$ cat config.mk
export PLATFORM = sky130hd
export DESIGN_NAME = keypad_scan_encoder
export DESIGN_NICKNAME = d
export VERILOG_FILES = /design/src/rtl/keypad_pkg.sv /design/src/rtl/keypad_key_fifo.sv /design/src/rtl/keypad_scan_encoder.sv
export SDC_FILE = /design/constraint.sdc
export NUM_CORES = 1
export LEC_CHECK = 0
export BUFFER_PORTS_ARGS = -buffer_cell sky130_fd_sc_hd__buf_4
export CORE_MARGIN = 5
export CORE_UTILIZATION = 55
export DETAILED_ROUTE_END_ITERATION = 8
export PLACE_DENSITY_LB_ADDON = 0.08
export SYNTH_ARGS = -nofsm -noshare
export SYNTH_HDL_FRONTEND = slang
export SYNTH_SLANG_ARGS = --single-unit
export TNS_END_PERCENT = 50
$ cat constraint.sdc
create_clock -name clk -period 3.6 [get_ports clk]
set_clock_uncertainty 0.2 [all_clocks]
set_input_delay 0.54 -clock clk [delete_from_list [all_inputs] [get_ports clk]]
set_output_delay 0.54 -clock clk [all_outputs]
set_load 0.03 [all_outputs]
$ cat src/rtl/keypad_pkg.sv
// Shared keypad scan/encode types and sizes.
// Used by keypad_scan_encoder and keypad_key_fifo.
package keypad_pkg;

  localparam int NUM_ROW        = 4;
  localparam int NUM_COL        = 3;
  localparam int KEY_W          = 4;
  localparam int KEY_FIFO_DEPTH = 4;

  typedef logic [KEY_W-1:0] key_code_t;

  function automatic key_code_t key_encode(
    input logic [1:0] row,
    input logic [1:0] col
  );
    return key_code_t'(int'(row) * NUM_COL + int'(col));
  endfunction

endpackage

$ cat src/rtl/keypad_key_fifo.sv
// 4-entry key FIFO; built only with KEYPAD_KEY_FIFO_EN.
// Push while full is accepted only if a pop coincides.
`ifdef KEYPAD_KEY_FIFO_EN
module keypad_key_fifo
  import keypad_pkg::*;
(
  input  logic      clk,
  input  logic      rst,
  input  logic      i_push,
  input  key_code_t i_data,
  input  logic      i_pop,
  output key_code_t o_data,
  output logic      o_full,
  output logic      o_empty
);

  localparam int PTR_W = $clog2(KEY_FIFO_DEPTH);

  key_code_t        mem [KEY_FIFO_DEPTH];
  logic [PTR_W-1:0] wr_ptr;
  logic [PTR_W-1:0] rd_ptr;
  logic [PTR_W:0]   count;
  logic             wr;
  logic             rd;

  assign o_full  = (count == (PTR_W+1)'(KEY_FIFO_DEPTH));
  assign o_empty = (count == '0);
  assign rd      = i_pop & ~o_empty;
  assign wr      = i_push & (~o_full | rd);
  assign o_data  = o_empty ? '0 : mem[rd_ptr];

  // storage array, no reset needed
  always_ff @(posedge clk) begin
    if (wr) mem[wr_ptr] <= i_data;
  end

  // pointers and occupancy
  always_ff @(posedge clk) begin
    if (rst) begin
      wr_ptr <= '0;
      rd_ptr <= '0;
      count  <= '0;
    end else begin
      if (wr) wr_ptr <= wr_ptr + PTR_W'(1);
      if (rd) rd_ptr <= rd_ptr + PTR_W'(1);
      case ({wr, rd})
        2'b10:   count <= count + (PTR_W+1)'(1);
        2'b01:   count <= count - (PTR_W+1)'(1);
        default: count <= count;
      endcase
    end
  end

endmodule
`endif

$ cat src/rtl/keypad_scan_encoder.sv
// Keypad column scanner and key encoder.
// KEYPAD_KEY_FIFO_EN: 4-deep key FIFO instead of one register.
module keypad_scan_encoder
  import keypad_pkg::*;
#(
  parameter int DWELL_CYC = 1000
) (
  input  logic               clk,
  input  logic               rst,
  output logic [NUM_COL-1:0] o_col_n,
  output logic               o_sync_n,
  input  logic [NUM_ROW-1:0] i_btn_push,
  input  logic [NUM_ROW-1:0] i_btn_save,
  output key_code_t          o_key_code,
  output logic               o_key_valid,
  input  logic               i_key_ready,
  output logic               o_overflow
);

  localparam int CNT_W = $clog2(DWELL_CYC);

  logic [CNT_W-1:0] cnt;
  logic [1:0]       col;
  logic             sync;
  logic [1:0]       push_row;
  logic             push_any;
  key_code_t        push_code;
  logic             consume;
  logic             drop;

  assign sync     = (cnt == CNT_W'(DWELL_CYC - 1));
  assign o_sync_n = ~sync;
  assign o_col_n  = ~(3'b001 << col);

  // dwell counter and column; freeze column while a key is held
  always_ff @(posedge clk) begin
    if (rst) begin
      cnt <= '0;
      col <= '0;
    end else if (sync) begin
      cnt <= '0;
      if (i_btn_save == '0)
        col <= (col == 2'd2) ? 2'd0 : col + 2'd1;
    end else begin
      cnt <= cnt + CNT_W'(1);
    end
  end

  // lowest pushed row wins; others discarded
  always_comb begin
    push_row = 2'd0;
    priority case (1'b1)
      i_btn_push[0]: push_row = 2'd0;
      i_btn_push[1]: push_row = 2'd1;
      i_btn_push[2]: push_row = 2'd2;
      i_btn_push[3]: push_row = 2'd3;
      default:       push_row = 2'd0;
    endcase
  end

  assign push_any  = |i_btn_push;
  assign push_code = key_encode(push_row, col);
  assign consume   = o_key_valid & i_key_ready;

`ifdef KEYPAD_KEY_FIFO_EN
  logic fifo_full;
  logic fifo_empty;

  keypad_key_fifo u_fifo (
    .clk     (clk),
    .rst     (rst),
    .i_push  (push_any),
    .i_data  (push_code),
    .i_pop   (consume),
    .o_data  (o_key_code),
    .o_full  (fifo_full),
    .o_empty (fifo_empty)
  );

  assign o_key_valid = ~fifo_empty;
  assign drop        = push_any & fifo_full & ~consume;
`else
  key_code_t hold_code;
  logic      hold_valid;
  logic      load;

  assign load        = push_any & (~hold_valid | consume);
  assign drop        = push_any & hold_valid & ~consume;
  assign o_key_code  = hold_code;
  assign o_key_valid = hold_valid;

  // single holding register
  always_ff @(posedge clk) begin
    if (rst) begin
      hold_code  <= '0;
      hold_valid <= 1'b0;
    end else if (load) begin
      hold_code  <= push_code;
      hold_valid <= 1'b1;
    end else if (consume) begin
      hold_valid <= 1'b0;
    end
  end
`endif

  // sticky drop flag
  always_ff @(posedge clk) begin
    if (rst)       o_overflow <= 1'b0;
    else if (drop) o_overflow <= 1'b1;
  end

endmodule

==> impl_metrics.json <==
{
  "status": "completed",
  "worst_pin_slew_ps": 683,
  "final_area_mm2": 0.00115,
  "drive_gt1_share_pct": 27.6,
  "overflow": 0,
  "via_per_inst": 5.89,
  "synth_top_cell_area_share_pct": 37.7,
  "core_mm2": 0.00169,
  "synth_cell_types": 36,
  "end_kind": "flip-flop",
  "yosysSeqAreaShare_pct": 37.7,
  "ys_seq_elements": 18,
  "final_util_pct": 68.0,
  "slew_violations": 0,
  "start_util_pct": 56.5,
  "crit_type": "in -> reg",
  "path_max_fanout": 4,
  "io_pins": 21,
  "track_usage_pct": 18.1,
  "drc": 0,
  "hold_buffers": 0,
  "die_h_um": 51.7,
  "total_power_mw": 0.413,
  "cap_violations": 0,
  "cpPeakStageDelay_ps": 510,
  "synth_warnings": 0,
  "pre_cts_ws_ps": 840,
  "antenna_left": 0,
  "cp_data_arrival_time_ps": 2470,
  "slew_headroom_pct": 54.1,
  "required_ps": 3630,
  "htreeDepth": 1,
  "fin_ws_ps": 1150,
  "grt_max_degree": 18,
  "layout.nets": 144,
  "routabilityCongestion": 0.793,
  "numPortBuffers": 20,
  "cp_slowest_cell": "fa_1",
  "netlist_top_cells_area": "dfxtp_1, a21oi_1, fa_1, ha_1, nor2_1",
  "hold_slack_ps": 256,
  "synth.largest_area_cell": "dfxtp_1",
  "cts_resized": 0,
  "max_freq_mhz": 409,
  "drt_iter0_drc": 13,
  "synth_cells": 104,
  "clk-insertion-delay-late_ps": 300,
  "cp_cell_sequence": "buf_4, o21ai_0, fa_1, inv_1, ha_1, inv_1, fa_1, a211oi_1",
  "fin_crit_ps": 2450,
  "placed_cells": 140,
  "cts_buffer_depth": 2,
  "start_kind": "primary input",
  "syn_nets": 120,
  "peakVddDrop_mv": 0.232,
  "root_buffer": "clkbuf_4",
  "final-hold-violation-count": 0,
  "cts_setup_buffers": 0,
  "leakagePower_nw": 0.451,
  "rr_worst_depth": 7,
  "n_antenna_cell": 0,
  "routed_wl_um": 2020,
  "dr.pass1.iters": 4,
  "finalSetupViolCount": 0,
  "die_area_mm2": 0.00267,
  "area_delta_synth_final_pct": 20.3,
  "setup_total_negative_slack_ps": 0,
  "finalNonFillerCells": 144,
  "hold_depth": 1,
  "clk_pin_slew_ps": 110,
  "vias": 848,
  "syn_area_um2": 955,
  "grt_pass1_wl_um": 3570,
  "rsz0062_at_grt": "no",
  "cts_buffers": 3,
  "avgSynthCellArea_um2": 9.18,
  "powerDensity_mw_per_mm2": 360,
  "grt_pass1_vias": 832,
  "die_x_um": 51.7,
  "dp_hpwl_um": 1570,
  "cts_tree": "done",
  "rows": 15,
  "holdCritPathClass": "reg -> reg",
  "clock_sinks": 18,
  "dpl_cell_area_mm2": 0.00111,
  "grt_antenna_before_repair": 0,
  "layout_worst_path_cycle_share_pct": 67.9,
  "post_drt_wl_per_cell_um": 14.0
}
worst max-delay path, delay by kind of cell:
family                   cells  cell delay, ps
AO/OA/AOI/OAI                2             620
adder cells (fa/ha/maj)      3            1070
buffers and inverters        3             230
flip-flops by register name, summed over array words and instances, names as in the netlist:
register and flops:
cnt 10, o_key_code 4, col 2, o_key_valid 1, o_overflow 1
final timing paths:
check / startpoint / endpoint / slack [ps]
worst max-delay path: i_btn_push[2] / o_key_code[2]$_SDFFE_PP0P_ / 1150
worst min-delay path: cnt[0]$_SDFF_PP0_ / cnt[0]$_SDFF_PP0_ / 260
worst max register to register: col[1]$_SDFFE_PP0P_ / o_key_code[2]$_SDFFE_PP0P_ / 1400
worst min register to register: cnt[0]$_SDFF_PP0_ / cnt[0]$_SDFF_PP0_ / 260
cells by family (layout without fill, tap and decap cells):
logic type | Yosys count | in the layout | synth area share [%]
buffers and inverters | 8 | 31 | 4.19
AOI/OAI and AO/OA | 23 | 23 | 15.1
adders and majority gates | 5 | 5 | 8.13
DFF | 18 | 18 | 37.7
muxes | 2 | 2 | 2.23
and+or+nand+nor | 45 | 45 | 29.9
xor gates and xnor gates | 3 | 3 | 2.75
layout by cell type, fill, tap and decap left out:
cell and instances:
a21oi_1 8, xor2_1 2, nor4_4 1, mux2_2 1, inv_1 7, nand2_1 4
dfxtp_1 18, o211ai_1 2, nand2b_1 4, or3_1 2, nand3_1 7, a31oi_1 2
nand4bb_1 1, buf_4 20, a211oi_1 2, a31o_2 1, mux2i_1 1, o21ba_2 1
nor4_1 1, a221o_1 1, or2_2 2, nand4_1 1, nor4b_1 1, o21a_1 1
ha_1 3, clkbuf_4 3, o21ai_0 5, or4_1 2, and4bb_2 1, nor2b_1 4
clkbuf_8 1, and4_2 1, or4_4 1, nor2_1 10, fa_1 2, or3_2 1
xnor2_1 1, nand4_2 1
layout make-up:
class / count / area [µm²]
inverter: 7 / 26.3
clock buffer: 4 / 36.3
sequential: 18 / 360
fill: 153 / 541
tap: 17 / 21.3
timing repair buffer: 20 / 150
multi-input combinational: 78 / 554
Yosys cell counts, drive strengths merged:
master and n:
dfxtp 18, clkbuf 1, a221o 1, mux2 1, inv 7, o21a 1
nand2 4, a21oi 8, nand4bb 1, nand2b 4, and4 1, o21ba 1
xnor2 1, fa 2, o21ai 5, or2 2, nand3 7, nand4 2
a211oi 2, or4 3, mux2i 1, and4bb 1, o211ai 2, nor4b 1
or3 3, nor2b 4, a31o 1, nor4 2, ha 3, xor2 2
a31oi 2, nor2 10
power breakdown:
group	switching (mW)	internal, mW	total [mW]
registers	0.0107	0.211	0.222
clock network	0.0656	0.0617	0.127
logic	0.0340	0.0298	0.0638
per-layer routing:
metal | part of all wire, % | GRT usage, %
met3 | 4.9 | 3.72
met5 | 0 | 0
met2 | 51 | 33.1
met4 | 2.3 | 7.86
met1 | 42 | 20.1
Power figures use the tool's default switching activity.
